===== config.mk =====
export PLATFORM = sky130hd
export DESIGN_NAME = vga_timing_detector
export DESIGN_NICKNAME = d
export VERILOG_FILES = /design/src/rtl/vga_timing_detector.sv
export SDC_FILE = /design/constraint.sdc
export NUM_CORES = 1
export LEC_CHECK = 0
export ABC_CLOCK_PERIOD_IN_PS = 4390
export CORE_MARGIN = 1.5
export CORE_UTILIZATION = 59
export CTS_CLUSTER_DIAMETER = 200
export DETAILED_ROUTE_END_ITERATION = 16
export GPL_TIMING_DRIVEN = 0
export PLACE_DENSITY = 0.8
export SYNTH_ARGS = -nofsm -noshare
export SYNTH_HDL_FRONTEND = slang
export SYNTH_SLANG_ARGS = --single-unit

===== constraint.sdc =====
create_clock -name i_clk -period 4.39 [get_ports i_clk]
set_input_delay 0.439 -clock i_clk [delete_from_list [all_inputs] [get_ports i_clk]]
set_output_delay 0.439 -clock i_clk [all_outputs]
set_load 0.05 [all_outputs]

===== src/rtl/vga_timing_detector.sv =====
// Measures incoming VGA sync/DE timing, locks after two identical frames and
// emits active-area coordinates aligned with the one-cycle-delayed DE.
module vga_timing_detector #(
  parameter int unsigned TIMEOUT_CYCLES = 4194304
) (
  input  logic        i_clk,
  input  logic        i_rst,
  input  logic        i_hs,
  input  logic        i_vs,
  input  logic        i_de,
  output logic        o_de,
  output logic [15:0] o_sx,
  output logic [15:0] o_sy,
  output logic        o_frame,
  output logic        o_locked,
  output logic        o_h_pol,
  output logic        o_v_pol,
  output logic [15:0] o_h_res,
  output logic [15:0] o_v_res,
  output logic [15:0] o_h_total,
  output logic [15:0] o_v_total
);

  typedef enum logic [1:0] {SEARCH, MEASURE, VERIFY, LOCKED} state_t;

  localparam logic [31:0] TO_LAST = 32'(TIMEOUT_CYCLES - 1);

  state_t      state, state_n;
  logic        hs_r, vs_r, de_r, hs_p, vs_p, de_p;
  logic        pol_valid;
  logic [15:0] sx, sy;
  logic [15:0] h_cnt, h_total_m, de_run, h_res_m, v_cnt, v_line;
  logic [15:0] c_h_res, c_v_res, c_h_total, c_v_total;
  logic [15:0] f_h_res, f_v_res, f_h_total, f_v_total;
  logic [31:0] to_cnt;
  logic        hs_edge, vs_edge, de_fall, pol_change, timeout_hit, match;
  logic        load_cand, load_out;

  function automatic logic [15:0] sat_inc(input logic [15:0] v);
    return (v == 16'hFFFF) ? v : v + 16'd1;
  endfunction

  // Active edge = inactive-to-active transition under the learned polarity.
  assign hs_edge     = pol_valid && (hs_r == o_h_pol) && (hs_p != o_h_pol);
  assign vs_edge     = pol_valid && (vs_r == o_v_pol) && (vs_p != o_v_pol);
  assign de_fall     = de_p && !de_r;
  assign pol_change  = pol_valid && de_r && ((hs_r == o_h_pol) || (vs_r == o_v_pol));
  assign timeout_hit = !vs_edge && (to_cnt >= TO_LAST);

  assign o_de     = de_r;
  assign o_sx     = sx;
  assign o_sy     = sy;
  assign o_locked = (state == LOCKED);
  assign o_frame  = o_locked && de_r && (sx == 16'd0) && (sy == 16'd0);

  always_ff @(posedge i_clk) begin
    if (i_rst) begin
      hs_r      <= 1'b0;
      vs_r      <= 1'b0;
      de_r      <= 1'b0;
      hs_p      <= 1'b0;
      vs_p      <= 1'b0;
      de_p      <= 1'b0;
      pol_valid <= 1'b0;
      o_h_pol   <= 1'b0;
      o_v_pol   <= 1'b0;
    end else begin
      hs_r <= i_hs;
      vs_r <= i_vs;
      de_r <= i_de;
      hs_p <= hs_r;
      vs_p <= vs_r;
      de_p <= de_r;
      if (de_r) begin
        o_h_pol   <= ~hs_r;
        o_v_pol   <= ~vs_r;
        pol_valid <= 1'b1;
      end
    end
  end

  // sx advances in step with de_r so it lines up with o_de.
  always_ff @(posedge i_clk) begin
    if (i_rst) begin
      sx <= 16'd0;
      sy <= 16'd0;
    end else begin
      if (i_de && !de_r)
        sx <= 16'd0;
      else if (i_de)
        sx <= sat_inc(sx);
      if (vs_edge)
        sy <= 16'd0;
      else if (de_fall)
        sy <= sat_inc(sy);
    end
  end

  // A coincident hsync edge still belongs to the frame that is ending.
  assign f_h_total = hs_edge ? h_cnt : h_total_m;
  assign f_h_res   = de_fall ? de_run : h_res_m;
  assign f_v_total = hs_edge ? sat_inc(v_cnt) : v_cnt;
  assign f_v_res   = de_fall ? sat_inc(v_line) : v_line;
  assign match     = (f_h_res == c_h_res) && (f_v_res == c_v_res) &&
                     (f_h_total == c_h_total) && (f_v_total == c_v_total);

  always_ff @(posedge i_clk) begin
    if (i_rst) begin
      h_cnt     <= 16'd0;
      h_total_m <= 16'd0;
      de_run    <= 16'd0;
      h_res_m   <= 16'd0;
      v_cnt     <= 16'd0;
      v_line    <= 16'd0;
      to_cnt    <= 32'd0;
    end else begin
      if (hs_edge) begin
        h_cnt     <= 16'd1;
        h_total_m <= h_cnt;
      end else begin
        h_cnt <= sat_inc(h_cnt);
      end
      if (de_r)
        de_run <= de_p ? sat_inc(de_run) : 16'd1;
      if (de_fall)
        h_res_m <= de_run;
      if (vs_edge) begin
        v_cnt  <= 16'd0;
        v_line <= 16'd0;
      end else begin
        if (hs_edge)
          v_cnt <= sat_inc(v_cnt);
        if (de_fall)
          v_line <= sat_inc(v_line);
      end
      if (vs_edge || timeout_hit)
        to_cnt <= 32'd0;
      else
        to_cnt <= to_cnt + 32'd1;
    end
  end

  always_ff @(posedge i_clk) begin
    if (i_rst)
      state <= SEARCH;
    else
      state <= state_n;
  end

  always_comb begin
    state_n   = state;
    load_cand = 1'b0;
    load_out  = 1'b0;
    if (pol_change || timeout_hit) begin
      state_n = SEARCH;
    end else if (vs_edge) begin
      case (state)
        SEARCH:  state_n = MEASURE;
        MEASURE: begin
          state_n   = VERIFY;
          load_cand = 1'b1;
        end
        VERIFY: begin
          if (match) begin
            state_n  = LOCKED;
            load_out = 1'b1;
          end else begin
            load_cand = 1'b1;
          end
        end
        LOCKED: begin
          if (!match) begin
            state_n   = VERIFY;
            load_cand = 1'b1;
          end
        end
        default: state_n = SEARCH;
      endcase
    end
  end

  // Candidate is compared at each frame end; outputs move only on lock entry.
  always_ff @(posedge i_clk) begin
    if (i_rst) begin
      c_h_res   <= 16'd0;
      c_v_res   <= 16'd0;
      c_h_total <= 16'd0;
      c_v_total <= 16'd0;
      o_h_res   <= 16'd0;
      o_v_res   <= 16'd0;
      o_h_total <= 16'd0;
      o_v_total <= 16'd0;
    end else begin
      if (load_cand) begin
        c_h_res   <= f_h_res;
        c_v_res   <= f_v_res;
        c_h_total <= f_h_total;
        c_v_total <= f_v_total;
      end
      if (load_out) begin
        o_h_res   <= f_h_res;
        o_v_res   <= f_v_res;
        o_h_total <= f_h_total;
        o_v_total <= f_v_total;
      end
    end
  end

endmodule


==> results.py, run 1 <==
metrics = {
    "pwr": {
        "ir_worst_vdd_mv": 0.3105,
        "p_leak_nw": 6.488,
        "p_total_mw": 5.616,
        "p_per_area_nw_per_um2": 342.3,
    },
    "setup_path": {
        "worstPathRequired_ps": 4840,
        "critPathCaptureType": "flop",
        "worstPathMaxFanout": 10,
        "cp-start-kind": "flop",
        "path_cells": "clkbuf_1, nand3_1, nor3_2, nand3_1, xor2_1, a221oi_1, o2111a_1, and3_4, or4_4, buf_8, buf_12, mux2_1",
        "slowest_delay_ps": 640,
        "cp.arrival_ps": 4700,
        "critPathKind": "reg2reg",
        "critPathSlowestCell": "xor2_1",
        "crit_path_frequent_cell": "nand3_1",
    },
    "floorplanning": {
        "dieWidth_microns": 155.6,
        "start_util_pct": 60.35,
        "dieArea_sq_um": 24220,
        "fp.dieH_microns": 155.6,
        "pin_count": 106,
        "rows": 55,
        "core-area_sq_um": 22780,
    },
    "yosys": {
        "synth_top_area_share_pct": 43.55,
        "synthTopCellsByArea": "dfxtp_1 44%, nor2_1 5.0%, xor2_1 4.8%",
        "ys_seq_area_share_pct": 43.55,
        "yosysTopAreaCell": "dfxtp_1",
        "synthFlopType": "dfxtp_1",
        "synthCells": 1497,
        "synth-edff-count": 0,
        "syn-cell-area_sq_um": 13750,
        "synthArstFlopShare_pct": 0,
        "synth-seq-cells": 299,
        "synth.distinct_cells": 81,
        "syn_avg_cell_area_sq_um": 9.182,
        "ys.warnings.count": 0,
    },
    "placed_design": {
        "portBuffers": 105,
        "gp_congestion": 0.9306,
        "place_area_sq_um": 15220,
        "place_hpwl_mm": 26.54,
    },
    "route": {
        "viasPerCell": 5.682,
        "final_antenna_net_count": 0,
        "num_vias": 11260,
        "drt_iter0_drc": 798,
        "wl_per_cell_microns": 18.18,
        "drt_wl_total_mm": 36.02,
        "dr.pass1.iters": 7,
        "drc": 0,
    },
    "layout": {
        "nets": 1658,
        "antenna_cells": 0,
        "largest_reg_flops": 32,
        "drive_gt1_share_pct": 9.706,
        "design_area_sq_um": 16410,
        "area_delta_synth_final_pct": 19.37,
        "largest_register": "to_cnt",
    },
    "clock_tree": {
        "clkSlewWorstSetupHoldPaths_ps": 60,
        "cts-root-buf": "clkbuf_16",
        "clk_latency_ps": 580,
        "post-cts-setup-buffers": 0,
        "cts_made_buffers": 31,
        "cts_tree": "yes",
        "cts.sinks": 299,
        "ctsHoldBuffers": 0,
        "cts_buffer_depth": 3,
        "cts_max_level": 1,
    },
    "timing": {
        "setup_viol": 0,
        "fin_crit_ps": 4259,
        "drv_slew": 0,
        "hold_violations": 0,
        "period_share_pct": 97.02,
        "hold-worst-slack_ps": 455.9,
        "tns_ps": 0,
        "relSlewSlack_pct": 48.44,
        "fmax_mhz": 234.8,
        "worst_pin_slew_ps": 773.4,
        "clock_skew_ps": 17.90,
    },
    "global_route": {
        "grt_remaining_overflow": 0,
        "antenna_found_initial": 0,
        "grt_pass1_vias": 10900,
        "grt_usage_pct": 29.54,
        "grt_max_degree": 17,
        "grt_pass1_wl_mm": 56.67,
    },
    "worst_hold_path": {
        "hold_path_class": "reg2reg",
    },
    "status": {
        "outcome": "complete, no violations",
    },
    "job": {
        "max_cap_viol_count": 0,
    },
}
## area by class of cell
cell class              count  area (sq um)
multi-input cells        1100          7388
fillers                  1729          6370
flip-flops and latches    299          5988
repair buffers            105          1051
clock buffers              39         865.8
plain buffers              75         405.4
well taps                 313         391.6
clock inverters            19         197.7
inverters                  32         120.1
## cell usage in the layout (no fill, tap or decap), types with 6 or more instances in the layout
cell type	Yosys	layout
a21oi_1	58	58
a31oi_1	7	7
and2_1	20	20
and3_1	27	26
buf_2	16	15
clkbuf_1	45	46
clkbuf_16	0	31
clkbuf_8	0	6
clkdlybuf4s50_1	0	105
clkinv_2	0	10
conb_1	1	10
dfxtp_1	299	297
ha_1	9	8
inv_1	32	32
mux2_1	38	38
mux2_2	38	38
mux2i_1	64	62
nand2_1	103	103
nand2b_1	47	47
nand3_1	47	47
nand3b_1	7	7
nand4_1	31	31
nor2_1	182	182
nor2b_1	81	81
nor3_1	22	21
nor4_1	17	13
o21ai_0	29	29
or2_0	7	7
or2_2	9	9
or3_1	18	18
xnor2_1	56	56
xor2_1	76	76
## per-layer routing
metal  track usage (%)  up-vias  wire [microns]
li1                  -     5434               -
met1             37.87     5408           15640
met2             50.36      327           16950
met3             4.750       93            2167
met5                 0        -               0
met4             10.66        0            1268
## critical path: cells and delay by family (launching register included)
kind	cells	cell delay, ps
and+or+nand+nor	5	1690
muxes	1	320
DFF	1	310
AOI/OAI and AO/OA	2	590
buffers and inverters	3	590
xor gates and xnor gates	1	640
## final timing paths
check                start       endpoint  slack (ps)  cells after the start
min reg2reg  o_v_total[15]  o_v_total[15]         460                      2
min          o_v_total[15]  o_v_total[15]         460                      2
max reg2reg       v_cnt[4]   c_h_total[6]         130                     12
max               v_cnt[4]   c_h_total[6]         130                     12
## what timing repair did
action | 4_1_cts | 5_1_grt
endpoints found under the setup margin | 97 | 126
resized for setup | 7 | 16
pin swaps | 0 | 2
cloned | 0 | 0
endpoints found under the hold margin | 0 | 0
## cells in the mapped netlist (all sizes together) (19+ instances only)
cell    count
nor3       23
mux2       76
and2       20
mux2i      65
dfxtp     299
nand3      48
clkbuf     46
nand4      36
a21oi      58
inv        32
buf        29
nand2b     47
nor2b      81
nor4       20
nand2     103
xor2       76
xnor2      56
and3       27
or3        19
nor2      183
o21ai      29
## through the flow
step | std cells | worst slack, ps | util, %
4_1_cts | 1982 | 3.578 | 71.70
3_3_place_gp | 1924 | -281.8 | 66.83
5_1_grt | 1982 | -46.30 | 72.04
6_report | 1982 | 130.8 | 72.04
2_1_floorplan | 1506 | 582.4 | -
3_5_place_dp | 1924 | -357.6 | 66.83
## kinds of logic after synthesis
family                     share of synthesized area [%]
muxes                                              10.99
xor gates and xnor gates                           8.738
DFF                                                43.55
buffers and inverters                              3.796
adders and majority gates                         0.8192
and+or+nand+nor                                    25.03
other                                            0.02728
AOI/OAI and AO/OA                                  7.054
## power breakdown
group | leakage, nW | switching, mW | internal [mW]
logic | 3.55 | 0.121 | 0.0519
clock network | 0.520 | 1.12 | 1.58
registers | 2.41 | 0.0151 | 2.73
Power figures use the tool's default switching activity.
==> inputs of run 2 (changes only) <==
--- a/config.mk
+++ b/config.mk
@@ -6,12 +6,14 @@
 export NUM_CORES = 1
 export LEC_CHECK = 0
 export ABC_CLOCK_PERIOD_IN_PS = 4390
+export CELL_PAD_IN_SITES_DETAIL_PLACEMENT = 0
+export CELL_PAD_IN_SITES_GLOBAL_PLACEMENT = 2
 export CORE_MARGIN = 1.5
-export CORE_UTILIZATION = 59
+export CORE_UTILIZATION = 37
 export CTS_CLUSTER_DIAMETER = 200
 export DETAILED_ROUTE_END_ITERATION = 16
 export GPL_TIMING_DRIVEN = 0
-export PLACE_DENSITY = 0.8
+export PLACE_DENSITY_LB_ADDON = 0.1
 export SYNTH_ARGS = -nofsm -noshare
 export SYNTH_HDL_FRONTEND = slang
 export SYNTH_SLANG_ARGS = --single-unit
==> results.py, run 2 (synthesis gave the netlist of run 1 again) <==
metrics = {
    "timing": {
        "fmax_mhz": 230.3,
        "hold-worst-slack_ps": 450.7,
        "fin_crit_ps": 4343,
        "tns_ps": 0,
        "worst_pin_slew_ps": 845.8,
        "setup_ws_ps": 47.23,
        "period_share_pct": 98.92,
        "clock_skew_ps": 19.51,
        "relSlewSlack_pct": 43.61,
        "hold_violations": 0,
        "setup_viol": 0,
        "drv_slew": 0,
    },
    "floorplanning": {
        "core-area_sq_um": 36610,
        "start_util_pct": 37.55,
        "dieArea_sq_um": 38320,
        "dieWidth_microns": 195.7,
        "pin_count": 106,
        "fp.dieH_microns": 195.7,
        "rows": 70,
    },
    "global_route": {
        "grt_remaining_overflow": 0,
        "grt_max_degree": 13,
        "antenna_found_initial": 0,
        "grt_pass1_wl_mm": 63.18,
        "grt_pass1_vias": 10790,
        "grt_usage_pct": 21.40,
    },
    "layout": {
        "drive_gt1_share_pct": 9.839,
        "final_core_utilization_pct": 45.71,
        "final_common_cell": "dfxtp_1",
        "largest_register": "to_cnt",
        "area_delta_synth_final_pct": 21.76,
        "largest_reg_flops": 32,
        "mostFrequentLayoutCells": "299 x dfxtp_1, 182 x nor2_1, 105 x clkdlybuf4s50_1, 103 x nand2_1, 81 x nor2b_1",
        "nets": 1668,
    },
    "setup_path": {
        "critPathCaptureType": "flop",
        "startpoint": "v_line[0]",
        "worstPathMaxFanout": 10,
        "rr_startpoint": "v_line[0]",
        "cp.arrival_ps": 4740,
        "critPathKind": "reg2reg",
        "worstPathRequired_ps": 4790,
        "cp-start-kind": "flop",
    },
    "clock_tree": {
        "cts_max_level": 2,
        "cts-root-buf": "clkbuf_16",
        "cts.sinks": 299,
        "cts_tree": "yes",
        "clkSlewWorstSetupHoldPaths_ps": 60,
        "clk_latency_ps": 530,
        "ctsHoldBuffers": 0,
        "cts_made_buffers": 36,
        "cts_buffer_depth": 3,
    },
    "route": {
        "final_antenna_net_count": 0,
        "drc": 0,
        "viasPerCell": 5.115,
        "num_vias": 10980,
        "wl_per_cell_microns": 19.02,
        "drt_iter0_drc": 520,
        "drt_wl_total_mm": 40.82,
        "dr.pass1.iters": 5,
    },
    "job": {
        "max_cap_viol_count": 0,
    },
    "pwr": {
        "p_leak_nw": 6.569,
        "ir_worst_vdd_mv": 0.2767,
        "p_per_area_nw_per_um2": 351.2,
    },
    "placed_design": {
        "gp_congestion": 0.8605,
        "dpl_worst_slack_ps": -598.9,
        "portBuffers": 105,
        "place_hpwl_mm": 29.79,
    },
    "worst_hold_path": {
        "min-delay-start": "o_v_total[14]",
        "hold_path_class": "reg2reg",
    },
    "status": {
        "outcome": "complete, no violations",
    },
}
## run 2: changes by cell type in the layout (fill, tap and decap cells not counted), sizes merged, moves of 2 or more
cell      delta
clkbuf      +17
clkinv       -6
buf          +4
clkinvlp     -4
bufinv       -2
## run 2: worst paths after layout
| kind | endpoint | slack [ps] | depth (start not counted) |
|---|---|---|---|
| worst min register to register | o_v_total[14] | 450 | 2 |
| worst max register to register | c_h_res[14] | 50 | 13 |
| worst min-delay path | o_v_total[14] | 450 | 2 |
| worst max-delay path | c_h_res[14] | 50 | 13 |
## run 2: report_power, final
group / total [mW] / internal (mW) / leakage [nW] / switching, mW
Sequential: 2.74 / 2.73 / 2.41 / 0.0151
Clock: 2.95 / 1.78 / 0.573 / 1.17
Combinational: 0.182 / 0.0527 / 3.58 / 0.129
Total: 5.88 / 4.56 / 6.57 / 1.31
## run 2: metrics by stage
step	instance area, sq um	std cells	power, mW
after floorplan	13780	1506	2.907
after global placement	15420	2079	2.984
after detailed placement	15420	2079	2.984
after CTS	16670	2143	5.947
after global routing	16730	2145	6.075
final	16740	2146	5.877
## run 2: critical path, stage by stage, from the launching register on
cell	delay, ps
dfxtp_1	460
ha_1	260
nand3_2	160
or3_1	420
or3_4	390
a32o_1	230
or4_1	520
nor4_2	350
nor4b_4	370
and3_1	240
or4_4	130
buf_8	170
buf_12	170
mux2_1	320
## run 2: per-layer routing
layer  GRT usage, %  routed length (microns)  vias up
li1               -                        -     5439
met1          29.05                    19540     5279
met2          35.41                    18730      212
met3          3.455                     1719       46
met4          5.413                      826        0
met5              0                        0        -
## run 2: final cells by class
class | instances | area, sq um
Inverter | 32 | 120.1
Multi-Input combinational cell | 1100 | 7367
Clock inverter | 6 | 57.56
Sequential cell | 299 | 5986
Tap cell | 468 | 585.6
Clock buffer | 55 | 1104
Fill cell | 3628 | 19870
Timing Repair Buffer | 110 | 1101
Antenna cell | 1 | 2.502
Buffer | 75 | 412.9
## run 2: timing repair
item,in CTS,in global routing
pin swaps,1,1
endpoints found under the setup margin,128,114
buffers inserted,3,2
resized for setup,12,11
==> inputs of run 3 (changes only) <==
--- a/config.mk
+++ b/config.mk
@@ -6,11 +6,12 @@
 export NUM_CORES = 1
 export LEC_CHECK = 0
 export ABC_CLOCK_PERIOD_IN_PS = 4390
+export CAP_MARGIN = 20
 export CELL_PAD_IN_SITES_DETAIL_PLACEMENT = 0
 export CELL_PAD_IN_SITES_GLOBAL_PLACEMENT = 2
 export CORE_MARGIN = 1.5
 export CORE_UTILIZATION = 37
-export CTS_CLUSTER_DIAMETER = 200
+export CTS_CLUSTER_DIAMETER = 30
 export DETAILED_ROUTE_END_ITERATION = 16
 export GPL_TIMING_DRIVEN = 0
 export PLACE_DENSITY_LB_ADDON = 0.1
==> results.py, run 3 (synthesis gave the netlist of run 1 again) <==
metrics = {
    "pwr": {
        "power.net_switching_mw": 1.889,
        "seqPwrFrac_pct": 31.7,
        "p_total_mw": 8.688,
        "swShare_pct": 21.74,
        "p_per_area_nw_per_um2": 475.1,
        "comb_power_share_pct": 2.1,
        "p_leak_nw": 7.344,
        "ir_worst_vdd_mv": 0.3155,
        "p_clk_share_pct": 66.2,
        "p_int_mw": 6.799,
    },
    "timing": {
        "tns_ps": 0,
        "setup_ws_ps": 141.5,
        "relSlewSlack_pct": 42.16,
        "hold-worst-slack_ps": 450.6,
        "clock_skew_ps": 20.48,
        "period_share_pct": 96.78,
        "setup_viol": 0,
        "hold_violations": 0,
        "fin_crit_ps": 4249,
        "fmax_mhz": 235.4,
        "drv_slew": 0,
        "worst_pin_slew_ps": 867.6,
    },
    "route": {
        "num_vias": 11220,
        "viasPerCell": 5.035,
        "drt_iter0_drc": 527,
        "final_antenna_net_count": 0,
        "drc": 0,
        "wl_per_cell_microns": 18.54,
        "dr.pass1.iters": 5,
        "drt_wl_total_mm": 41.34,
    },
    "global_route": {
        "met3_usage_pct": 4.848,
        "grt_pass1_wl_mm": 64.02,
        "globalRouteMet2Util_pct": 34.99,
        "globalRouteMet1Util_pct": 28.72,
        "grt_busiest_layer": "met2",
        "grt_pass1_vias": 11080,
        "grt_usage_pct": 21.80,
        "grt_max_degree": 12,
        "grt_remaining_overflow": 0,
        "antenna_found_initial": 0,
    },
    "setup_path": {
        "worstPathMaxFanout": 10,
        "critPathSlowestCell": "or4_1",
        "slowest_delay_ps": 570,
        "path_cells": "ha_1, nand4_1, or4_1, nand3_1, xor2_1, a221oi_1, o2111a_1, and3_1, or4_4, buf_8, buf_12, mux2_1",
        "critPathCaptureType": "flop",
        "critPathKind": "reg2reg",
        "cp-start-kind": "flop",
        "cp.arrival_ps": 4720,
        "worstPathRequired_ps": 4860,
    },
    "placed_design": {
        "portBuffers": 105,
        "dpl_worst_slack_ps": -363.9,
        "place_hpwl_mm": 29.82,
        "gp_congestion": 0.8605,
    },
    "clock_tree": {
        "cts_made_buffers": 79,
        "ctsHoldBuffers": 0,
        "cts_tree": "yes",
        "cts_max_level": 3,
        "cts_buffer_depth": 3,
        "clk_latency_ps": 590,
        "cts.sinks": 299,
        "clkSlewWorstSetupHoldPaths_ps": 50,
        "cts-root-buf": "clkbuf_16",
    },
    "layout": {
        "fillers": 3506,
        "multi_input_area_sq_um": 7373,
        "nets": 1711,
        "final_common_cell": "dfxtp_1",
        "area_delta_synth_final_pct": 33.03,
        "final_core_utilization_pct": 49.95,
        "largest_register": "to_cnt",
        "final-seq-area_sq_um": 5988,
        "largest_reg_flops": 32,
        "antenna_cells": 0,
        "mostFrequentLayoutCells": "297 x dfxtp_1, 182 x nor2_1, 105 x clkdlybuf4s50_1, 103 x nand2_1, 81 x nor2b_1",
        "drive_gt1_share_pct": 14.20,
    },
    "floorplanning": {
        "fp.dieH_microns": 195.7,
        "core-area_sq_um": 36610,
        "dieWidth_microns": 195.7,
        "start_util_pct": 37.55,
        "pin_count": 106,
        "rows": 70,
        "dieArea_sq_um": 38320,
    },
    "status": {
        "outcome": "complete, no violations",
    },
    "worst_hold_path": {
        "hold_path_class": "reg2reg",
    },
    "job": {
        "max_cap_viol_count": 0,
    },
}
-- run 3: cell count changes in the layout (fill, tap and decap cells not counted), sizes merged --
cell | before | now
clkbuf | 102 | 148
clkinv | 4 | 25
bufinv | 1 | 8
clkinvlp | 1 | 8
inv | 32 | 35
diode | 1 | 0
-- run 3: metrics by stage --
stage / area (sq um) / cells
2_1_floorplan: 13780 / 1506
3_3_place_gp: 15420 / 2079
6_report: 18290 / 2229
3_5_place_dp: 15420 / 2080
5_1_grt: 18290 / 2229
4_1_cts: 18210 / 2227
-- run 3: routing by layer --
metal / up-vias / part of all wire (%) / wire length [microns]
met5: - / 0 / 0
met4: 0 / 2.7 / 1126
met3: 73 / 4.4 / 1834
met2: 238 / 45 / 18790
met1: 5327 / 47 / 19580
li1: 5585 / - / -
-- run 3: worst max-delay path, delay by kind of cell (launching register included) --
| kind | cells | cell delay (ps) |
|---|---|---|
| AO/OA/AOI/OAI | 2 | 570 |
| multiplexers | 1 | 310 |
| AND/OR/NAND/NOR | 5 | 1690 |
| buffers and inverters | 2 | 340 |
| XOR/XNOR | 1 | 570 |
| adder cells (fa/ha/maj) | 1 | 230 |
| flip-flops | 1 | 430 |
-- run 3: power groups by stage --
| stage | Sequential, mW | Clock (mW) | Combinational [mW] |
|---|---|---|---|
| finish | 2.76 | 5.75 | 0.182 |
| global route | 2.76 | 5.99 | 0.199 |
| detailed placement | 2.80 | 0 | 0.181 |
| floorplan | 2.81 | 0 | 0.0966 |
| CTS | 2.76 | 5.83 | 0.184 |
| global placement | 2.80 | 0 | 0.181 |
-- run 3: path summary, 6_finish.rpt --
path	startpoint	slack, ps	cells after the start	end
worst max-delay path	v_cnt[0]	140	12	c_h_res[11]
worst min-delay path	o_v_total[8]	450	2	o_v_total[8]
worst max register to register	v_cnt[0]	140	12	c_h_res[11]
worst min register to register	o_v_total[8]	450	2	o_v_total[8]
-- run 3: what timing repair did --
item	CTS	global route
setup endpoints to repair	117	125
buffers inserted	2	2
pin swaps	1	1
gates resized for setup	10	17
-- run 3: cell type report --
| cell class | instances | area share [%] |
|---|---|---|
| Clock inverter | 44 | 2.716 |
| Timing Repair Buffer | 110 | 6.008 |
| Clock buffer | 101 | 12.09 |
| Multi-Input combinational cell | 1100 | 40.32 |
| Sequential cell | 299 | 32.75 |
| Inverter | 32 | 0.6569 |
| Tap cell | 468 | 3.202 |
| Buffer | 75 | 2.258 |
